**config.mk**
```make
export PLATFORM = sky130hd
export DESIGN_NAME = hist_eq_div_array_flat
export DESIGN_NICKNAME = d
export VERILOG_FILES = /design/src/rtl/hist_eq_div_array_pkg.sv /design/src/rtl/hist_eq_div_array_if.sv /design/src/rtl/hist_eq_div_lane.sv /design/src/rtl/hist_eq_div_array.sv /design/src/flat_wrapper.sv
export SDC_FILE = /design/constraint.sdc
export NUM_CORES = 2
export LEC_CHECK = 0
export ABC_AREA = 1
export BUFFER_PORTS_ARGS = -buffer_cell sky130_fd_sc_hd__buf_2
export CAP_MARGIN = 20
export CORE_MARGIN = 5
export CORE_UTILIZATION = 69
export DETAILED_ROUTE_END_ITERATION = 16
export GPL_TIMING_DRIVEN = 0
export PLACE_DENSITY_LB_ADDON = 0.12
export RECOVER_POWER = 50
export SYNTH_ARGS = -nofsm -noshare
export SYNTH_HDL_FRONTEND = slang
export SYNTH_SLANG_ARGS = --single-unit
```
**constraint.sdc**
```tcl
create_clock -name clk -period 17.5 [get_ports clk]
set_clock_uncertainty 0.2 [all_clocks]
set_input_delay 0.875 -clock clk [delete_from_list [all_inputs] [get_ports clk]]
set_output_delay 0.875 -clock clk [all_outputs]
set_load 0.05 [all_outputs]
```
**src/rtl/hist_eq_div_array_pkg.sv**
```systemverilog
// Shared types and width helpers for the histogram-equalisation divider array.
// HIST_EQ_DIV_ROUND_EN widens the dividend by one bit to hold the rounding offset.
package hist_eq_pkg;

    typedef enum logic [2:0] {
        StIdle,
        StRd,
        StLoad,
        StDiv,
        StWr,
        StFin
    } state_e;

    function automatic int unsigned calc_num_w(int unsigned data_w, int unsigned pix_w);
`ifdef HIST_EQ_DIV_ROUND_EN
        return data_w + pix_w + 1;
`else
        return data_w + pix_w;
`endif
    endfunction

    function automatic int unsigned calc_maxv(int unsigned pix_w);
        return (32'd1 << pix_w) - 32'd1;
    endfunction

endpackage

```
**src/rtl/hist_eq_div_array_if.sv**
```systemverilog
// Control handshake and scratch-memory bus for hist_eq_div_array.
interface hist_eq_div_array_if #(
    parameter int unsigned LANES  = 8,
    parameter int unsigned DATA_W = 16,
    parameter int unsigned ADDR_W = 16
);

    logic                      start;
    logic [DATA_W-1:0]         cdf_min;
    logic [DATA_W-1:0]         total_pix;
    logic [ADDR_W-1:0]         rd_base;
    logic [ADDR_W-1:0]         wt_base;
    logic [ADDR_W-1:0]         num_words;
    logic                      busy;
    logic                      done;
    logic                      div_zero_err;

    logic                      mem_rd_en;
    logic [ADDR_W-1:0]         mem_rd_addr;
    logic [LANES*DATA_W-1:0]   mem_rd_data;
    logic                      mem_wt_en;
    logic [ADDR_W-1:0]         mem_wt_addr;
    logic [LANES*DATA_W-1:0]   mem_wt_data;

    modport slave (
        input  start, cdf_min, total_pix, rd_base, wt_base, num_words, mem_rd_data,
        output busy, done, div_zero_err, mem_rd_en, mem_rd_addr, mem_wt_en, mem_wt_addr,
               mem_wt_data
    );

    modport master (
        output start, cdf_min, total_pix, rd_base, wt_base, num_words, mem_rd_data,
        input  busy, done, div_zero_err, mem_rd_en, mem_rd_addr, mem_wt_en, mem_wt_addr,
               mem_wt_data
    );

endinterface

```
**src/rtl/hist_eq_div_lane.sv**
```systemverilog
// One restoring divider lane: maps a CDF value to an equalised pixel, saturating at MAXV.
// HIST_EQ_DIV_ROUND_EN adds den/2 to the dividend for round-half-up.
module hist_eq_div_lane
    import hist_eq_pkg::*;
#(
    parameter int unsigned DATA_W = 16,
    parameter int unsigned PIX_W  = 8
) (
    input  logic              clk_i,
    input  logic              rst_ni,
    input  logic              load_i,
    input  logic              step_i,
    input  logic              zero_i,
    input  logic [DATA_W-1:0] cdf_i,
    input  logic [DATA_W-1:0] cdf_min_i,
    input  logic [DATA_W-1:0] den_i,
    output logic [PIX_W-1:0]  result_o
);

    localparam int unsigned NumW = calc_num_w(DATA_W, PIX_W);
    localparam int unsigned MaxV = calc_maxv(PIX_W);

    logic [NumW-1:0]   num;
    logic [NumW-1:0]   quo_q;
    logic [DATA_W-1:0] rem_q;
    logic [DATA_W:0]   trial;
    logic [DATA_W:0]   sub;
    logic [DATA_W:0]   rem_nxt;
    logic              ge;

    always_comb begin
        num = '0;
        if (cdf_i >= cdf_min_i) begin
            num = NumW'(cdf_i - cdf_min_i) * NumW'(MaxV);
        end
`ifdef HIST_EQ_DIV_ROUND_EN
        num = num + NumW'(den_i >> 1);
`endif
    end

    // quo_q starts as the dividend and fills with quotient bits as it shifts left.
    assign trial   = {rem_q, quo_q[NumW-1]};
    assign ge      = trial >= {1'b0, den_i};
    assign sub     = trial - {1'b0, den_i};
    assign rem_nxt = ge ? sub : trial;

    always_ff @(posedge clk_i or negedge rst_ni) begin
        if (!rst_ni) begin
            rem_q <= '0;
            quo_q <= '0;
        end else if (load_i) begin
            rem_q <= '0;
            quo_q <= zero_i ? '0 : num;
        end else if (step_i) begin
            rem_q <= DATA_W'(rem_nxt);
            quo_q <= {quo_q[NumW-2:0], ge};
        end
    end

    assign result_o = (quo_q > NumW'(MaxV)) ? PIX_W'(MaxV) : quo_q[PIX_W-1:0];

endmodule

```
**src/rtl/hist_eq_div_array.sv**
```systemverilog
// Histogram-equalisation divider array: streams packed CDF words from scratch memory,
// maps every lane through the equalisation divide and writes packed pixels back.
module hist_eq_div_array
    import hist_eq_pkg::*;
#(
    parameter int unsigned LANES  = 8,
    parameter int unsigned DATA_W = 16,
    parameter int unsigned PIX_W  = 8,
    parameter int unsigned ADDR_W = 16
) (
    input logic               clk,
    input logic               reset,
    hist_eq_div_array_if.slave bus
);

    localparam int unsigned NumW = calc_num_w(DATA_W, PIX_W);
    localparam int unsigned CntW = $clog2(NumW);

    state_e              state_q, state_d;
    logic [ADDR_W-1:0]   idx_q, idx_d;
    logic [CntW-1:0]     cnt_q, cnt_d;
    logic [DATA_W-1:0]   cdf_min_q, cdf_min_d;
    logic [DATA_W-1:0]   den_q, den_d;
    logic                den_zero_q, den_zero_d;
    logic [ADDR_W-1:0]   rd_base_q, rd_base_d;
    logic [ADDR_W-1:0]   wt_base_q, wt_base_d;
    logic [ADDR_W-1:0]   num_words_q, num_words_d;
    logic                done_q, done_d;
    logic                err_q, err_d;
    logic                lane_load;
    logic                lane_step;

    logic [PIX_W-1:0]        lane_pix [LANES];
    logic [LANES*DATA_W-1:0] packed_res;

    always_ff @(posedge clk or negedge reset) begin
        if (!reset) begin
            state_q     <= StIdle;
            idx_q       <= '0;
            cnt_q       <= '0;
            cdf_min_q   <= '0;
            den_q       <= '0;
            den_zero_q  <= 1'b0;
            rd_base_q   <= '0;
            wt_base_q   <= '0;
            num_words_q <= '0;
            done_q      <= 1'b0;
            err_q       <= 1'b0;
        end else begin
            state_q     <= state_d;
            idx_q       <= idx_d;
            cnt_q       <= cnt_d;
            cdf_min_q   <= cdf_min_d;
            den_q       <= den_d;
            den_zero_q  <= den_zero_d;
            rd_base_q   <= rd_base_d;
            wt_base_q   <= wt_base_d;
            num_words_q <= num_words_d;
            done_q      <= done_d;
            err_q       <= err_d;
        end
    end

    always_comb begin
        state_d     = state_q;
        idx_d       = idx_q;
        cnt_d       = cnt_q;
        cdf_min_d   = cdf_min_q;
        den_d       = den_q;
        den_zero_d  = den_zero_q;
        rd_base_d   = rd_base_q;
        wt_base_d   = wt_base_q;
        num_words_d = num_words_q;
        done_d      = 1'b0;
        err_d       = err_q;
        lane_load   = 1'b0;
        lane_step   = 1'b0;

        unique case (state_q)
            StIdle: begin
                if (bus.start) begin
                    cdf_min_d   = bus.cdf_min;
                    den_d       = bus.total_pix - bus.cdf_min;
                    den_zero_d  = (bus.total_pix == bus.cdf_min);
                    err_d       = (bus.total_pix == bus.cdf_min);
                    rd_base_d   = bus.rd_base;
                    wt_base_d   = bus.wt_base;
                    num_words_d = bus.num_words;
                    idx_d       = '0;
                    cnt_d       = '0;
                    state_d     = (bus.num_words == '0) ? StFin : StRd;
                end
            end
            StRd: begin
                state_d = StLoad;
            end
            StLoad: begin
                lane_load = 1'b1;
                cnt_d     = '0;
                // A zero denominator leaves every lane at 0, so the divide is skipped.
                state_d   = den_zero_q ? StWr : StDiv;
            end
            StDiv: begin
                lane_step = 1'b1;
                cnt_d     = cnt_q + 1'b1;
                if (cnt_q == CntW'(NumW - 1)) begin
                    state_d = StWr;
                end
            end
            StWr: begin
                idx_d   = idx_q + 1'b1;
                state_d = (idx_q == num_words_q - ADDR_W'(1)) ? StFin : StRd;
            end
            StFin: begin
                done_d  = 1'b1;
                state_d = StIdle;
            end
            default: begin
                state_d = StIdle;
            end
        endcase
    end

    for (genvar g = 0; g < LANES; g++) begin : gen_lane
        hist_eq_div_lane #(
            .DATA_W (DATA_W),
            .PIX_W  (PIX_W)
        ) u_lane (
            .clk_i     (clk),
            .rst_ni    (reset),
            .load_i    (lane_load),
            .step_i    (lane_step),
            .zero_i    (den_zero_q),
            .cdf_i     (bus.mem_rd_data[g*DATA_W +: DATA_W]),
            .cdf_min_i (cdf_min_q),
            .den_i     (den_q),
            .result_o  (lane_pix[g])
        );
        assign packed_res[g*DATA_W +: DATA_W] = DATA_W'(lane_pix[g]);
    end

    // Strobes and buses are decoded straight from state so an async reset clears them at once.
    assign bus.mem_rd_en    = (state_q == StRd);
    assign bus.mem_rd_addr  = (state_q == StRd) ? rd_base_q + idx_q : '0;
    assign bus.mem_wt_en    = (state_q == StWr);
    assign bus.mem_wt_addr  = (state_q == StWr) ? wt_base_q + idx_q : '0;
    assign bus.mem_wt_data  = (state_q == StWr) ? packed_res : '0;
    assign bus.busy         = (state_q != StIdle);
    assign bus.done         = done_q;
    assign bus.div_zero_err = err_q;

endmodule

```
**src/flat_wrapper.sv**
```systemverilog
// flat-port wrapper written by rule: the top's interface ports become plain ports
module hist_eq_div_array_flat import hist_eq_pkg::*;
#(
    parameter int unsigned LANES  = 8,
    parameter int unsigned DATA_W = 16,
    parameter int unsigned PIX_W  = 8,
    parameter int unsigned ADDR_W = 16
)
  (clk, reset, bus_start, bus_cdf_min, bus_total_pix, bus_rd_base, bus_wt_base, bus_num_words, bus_mem_rd_data, bus_busy, bus_done, bus_div_zero_err, bus_mem_rd_en, bus_mem_rd_addr, bus_mem_wt_en, bus_mem_wt_addr, bus_mem_wt_data);
  hist_eq_div_array_if #(.LANES(LANES), .DATA_W(DATA_W), .ADDR_W(ADDR_W)) bus_i ();
  input logic clk;
  input logic reset;
  input wire logic [$bits(bus_i.start)-1:0] bus_start;
  input wire logic [$bits(bus_i.cdf_min)-1:0] bus_cdf_min;
  input wire logic [$bits(bus_i.total_pix)-1:0] bus_total_pix;
  input wire logic [$bits(bus_i.rd_base)-1:0] bus_rd_base;
  input wire logic [$bits(bus_i.wt_base)-1:0] bus_wt_base;
  input wire logic [$bits(bus_i.num_words)-1:0] bus_num_words;
  input wire logic [$bits(bus_i.mem_rd_data)-1:0] bus_mem_rd_data;
  output wire logic [$bits(bus_i.busy)-1:0] bus_busy;
  output wire logic [$bits(bus_i.done)-1:0] bus_done;
  output wire logic [$bits(bus_i.div_zero_err)-1:0] bus_div_zero_err;
  output wire logic [$bits(bus_i.mem_rd_en)-1:0] bus_mem_rd_en;
  output wire logic [$bits(bus_i.mem_rd_addr)-1:0] bus_mem_rd_addr;
  output wire logic [$bits(bus_i.mem_wt_en)-1:0] bus_mem_wt_en;
  output wire logic [$bits(bus_i.mem_wt_addr)-1:0] bus_mem_wt_addr;
  output wire logic [$bits(bus_i.mem_wt_data)-1:0] bus_mem_wt_data;
  assign bus_i.start = bus_start;
  assign bus_i.cdf_min = bus_cdf_min;
  assign bus_i.total_pix = bus_total_pix;
  assign bus_i.rd_base = bus_rd_base;
  assign bus_i.wt_base = bus_wt_base;
  assign bus_i.num_words = bus_num_words;
  assign bus_i.mem_rd_data = bus_mem_rd_data;
  assign bus_busy = bus_i.busy;
  assign bus_done = bus_i.done;
  assign bus_div_zero_err = bus_i.div_zero_err;
  assign bus_mem_rd_en = bus_i.mem_rd_en;
  assign bus_mem_rd_addr = bus_i.mem_rd_addr;
  assign bus_mem_wt_en = bus_i.mem_wt_en;
  assign bus_mem_wt_addr = bus_i.mem_wt_addr;
  assign bus_mem_wt_data = bus_i.mem_wt_data;
  hist_eq_div_array #(.LANES(LANES), .DATA_W(DATA_W), .PIX_W(PIX_W), .ADDR_W(ADDR_W)) u_core (.clk(clk), .reset(reset), .bus(bus_i));
endmodule
```
==> impl_results.md <==
* Flops & latches, synth at 426
* Setup violators final at 0
* Setup Fix Bufs, Post-CTS at 0
* First drt pass iteration count at 7
* Yosys top cell by area: fa_1
* # IOs at 376
* Finished Cell Area at 67,700 um2
* Final net count at 10,331
* Post-synthesis mux area share at 0.000682
* Overflow after GRT at 0
* Worst Setup SP: reset
* Simple logic cell fraction of the synthesized area at 0.190
* Final hold vios at 0
* Adder-cell share of the synthesized area at 0.312
* Hold crit path type: in -> reg
* Final Cycle Share at 0.491
* Ys Warns at 0
* Crit start category: primary input
* Distinct cells, synth at 72
* Longest Clk Path Bufs at 3
* Antenna viol nets, final at 0
* Die width at 311 um
* Seq/Total Area, Yosys at 0.171
* Row count at 110
* Maximum clock rate at 116 MHz
* Global-route wire length before repair at 291,000 um
* Area contributors post-synth: fa_1 (19%), dfrtp_1 (17%), ha_1 (13%)
* Largest stage delay on the critical path at 3.85 ns
* Routed WL at 181,000 um
* Placed Cells at 10,032
* Routed vias at 57,585
* Flop2flop setup slack at 9.79 ns
* Mean area per synthesized cell at 7.37 um2
* Fin cells at 10,126
* Post-synthesis compound-gate area fraction at 0.133
* Wirelength per Cell at 17.8 um
* PortBufs at 311
* Share of the synthesized area in the top cell type at 0.186
* Critical path, cell by cell: clkbuf_1 -> clkbuf_1
* Initial antenna violation count at 4
* Hold slack at 0.267 ns
* Prevailing post-synth register cell: dfrtp_1
* CTS tree: yes
* RSZ-0062 raised after global routing: false
* Reg2Reg Depth at 30
* Root Buffer: clkbuf_16
* Critical Path AT at 7.82 ns
* Count of pins over their slew limit at 360
* Post-layout min period at 8.60 ns
* Worst-skew pair later-pin latency at 0.61 ns
* Core box area at 89,900 um2
* Initial core utilization at 0.694
* Stages on worst setup path at 2
* CP max-delay cell: clkbuf_1
* Post-synth ARST share at 1.00
* Buf+Inv Stages, Crit Path at 2
* Setup_tns at 0 ns
* Layout cell share with drive strength beyond 1 at 0.0757
* Failing checks: max-capacitance violations, max-slew violations
* Outcome: complete, but fails checks
* Most frequent CP cell: clkbuf_1
* Area delta synth->final at 8.52%
* Detailed Place HPWL at 147,000 um
* H-Tree Depth at 2
* All-Layer GR Usage at 0.369
* Mapped Cells at 8,467
* CP endpoint kind: async pin
* Slew Limit Headroom at -2.57
* Main combinational cell family by area after synthesis: adder cells
* Chip Height at 311 um
* Worst Setup EP: u_core.gen_lane[1].u_lane.quo_q[2]
* R2r endpoint: u_core.gen_lane[6].u_lane.quo_q[20]
* Total die area at 96,600 um2
* Placed Area at 66,000 um2
* Crit path kind: in -> async
* Hold Buf Count CTS at 0
* Synth Area in XOR/XNOR at 0.0574
* Mapped Area at 62,400 um2
* Beginning of the worst register-to-register path: u_core.cdf_min_q[1]
* GPL Wtd Cong at 0.962
* Pin count of the biggest net entering global routing at 101
* Max Cap Viol at 4
* # clock sinks at 426
* Post-DR vias/cell at 5.69
* Top Family by Delay on Critical Path: buffers and inverters
* WP data required at 16.72 ns
* DRC Markers at 0
* Number of flops mapped to enable cells by yosys at 0
* Number of global-route vias before repair at 57,279
* Slew @ Worst Pin at 5.35 ns
* Num CTS Buffers at 48
* Worst-path clk slew at 0.06 ns
* CP Max Fanout at 100
* Gates resized, CTS repair at 0
* Starting DRT DRC Count at 4,909
-- sequential cells by signal, summed over array words and instances (netlist names) --
name and cells:
u_core.bus.div_zero_err 1, u_core.bus.done 1, u_core.cdf_min_q 16, u_core.cnt_q 5
u_core.den_q 16, u_core.gen_lane.u_lane.quo_q 192, u_core.gen_lane.u_lane.rem_q 128, u_core.idx_q 16
u_core.num_words_q 16, u_core.rd_base_q 16, u_core.state_q 3, u_core.wt_base_q 16
-- final cells by class --
cell class,count,area [um2]
Multi-Input combinational cell,5938,43500
Fill cell,7083,22200
Sequential cell,426,10700
Inverter,1962,7370
Timing Repair Buffer,329,1900
Tap cell,1176,1470
Clock buffer,59,1290
Buffer,204,1100
Clock inverter,28,417
Antenna cell,4,10.0
-- metal layers --
| layer | up-vias | wire length [um] | track usage |
|---|---|---|---|
| li1 | 27427 | - | - |
| met3 | 504 | 14900 | 0.0673 |
| met2 | 2133 | 81800 | 0.595 |
| met1 | 27513 | 73100 | 0.484 |
| met4 | 8 | 10700 | 0.183 |
| met5 | - | 68 | 0 |
-- kinds of logic after synthesis --
logic type | Yosys count
other | 1
DFF | 426
and+or+nand+nor | 2844
buffers and inverters | 2166
muxes | 4
xor gates and xnor gates | 390
adders and majority gates | 1211
AOI/OAI and AO/OA | 1425
-- cell usage after synthesis (all sizes together), types with 3 or more instances --
cell	number
a22oi	6
ha	632
o21bai	44
o21ai	447
and3	12
clkbuf	98
or2	23
nor3	51
a311oi	3
nand4	68
a21oi	605
nand3b	23
dfrtp	426
xor2	250
nor4	47
nor2	318
nand3	328
a221oi	3
a31oi	36
a211oi	7
o21a	13
buf	106
xnor2	140
o22ai	21
inv	1960
nand2	1967
a21boi	15
a31o	20
and2	4
fa	579
a21o	49
o31ai	14
o221ai	86
o211ai	49
-- per-stage QoR --
stage          setup WS (ns)  utilization
3_3_place_gp            6.83        0.731
3_5_place_dp           10.03        0.735
5_1_grt                 7.15        0.753
4_1_cts                 9.99        0.754
6_report                8.90        0.754
2_1_floorplan          11.18            -
-- worst min path at each step --
stage / endpoint / slack, ns / cells after the start / from
2_1_floorplan: u_core.bus.done / 0.24 / 1 / u_core.state_q[1]
3_3_place_gp: u_core.rd_base_q[9] / 0.26 / 2 / u_core.rd_base_q[9]
3_5_place_dp: u_core.wt_base_q[14] / 0.27 / 2 / u_core.wt_base_q[14]
4_1_cts: u_core.gen_lane[4].u_lane.quo_q[5] / 0.05 / 1 / reset
5_1_grt: u_core.wt_base_q[10] / 0.26 / 3 / bus_wt_base[10]
6_report: u_core.wt_base_q[10] / 0.27 / 3 / bus_wt_base[10]
-- placed cells by master (no fill, tap or decap), types with 9 or more instances in the layout --
| cell | instances |
|---|---|
| inv_1 | 1941 |
| nand2_1 | 1924 |
| ha_1 | 632 |
| a21oi_1 | 598 |
| fa_1 | 579 |
| dfrtp_1 | 425 |
| o21ai_0 | 413 |
| buf_2 | 331 |
| nand3_1 | 323 |
| nor2_1 | 315 |
| xor2_1 | 235 |
| xnor2_1 | 136 |
| clkbuf_1 | 110 |
| o221ai_1 | 86 |
| buf_4 | 75 |
| nand4_1 | 68 |
| conb_1 | 64 |
| nor3_1 | 49 |
| a21o_1 | 49 |
| o211ai_1 | 49 |
| clkbuf_16 | 48 |
| nor4_1 | 47 |
| o21bai_1 | 43 |
| nand2_2 | 37 |
| a31oi_1 | 34 |
| o21ai_2 | 24 |
| nand3b_1 | 23 |
| o22ai_1 | 21 |
| a31o_2 | 20 |
| inv_2 | 19 |
| or2_2 | 17 |
| o31ai_1 | 14 |
| o21a_1 | 13 |
| xor2_2 | 13 |
| and3_1 | 12 |
| a21boi_0 | 12 |
| o21ai_1 | 9 |
| bufinv_16 | 9 |
Power is left out: the tool's default activity adds up to more than one toggle a clock period on the data nets, which glitch-free logic cannot reach.
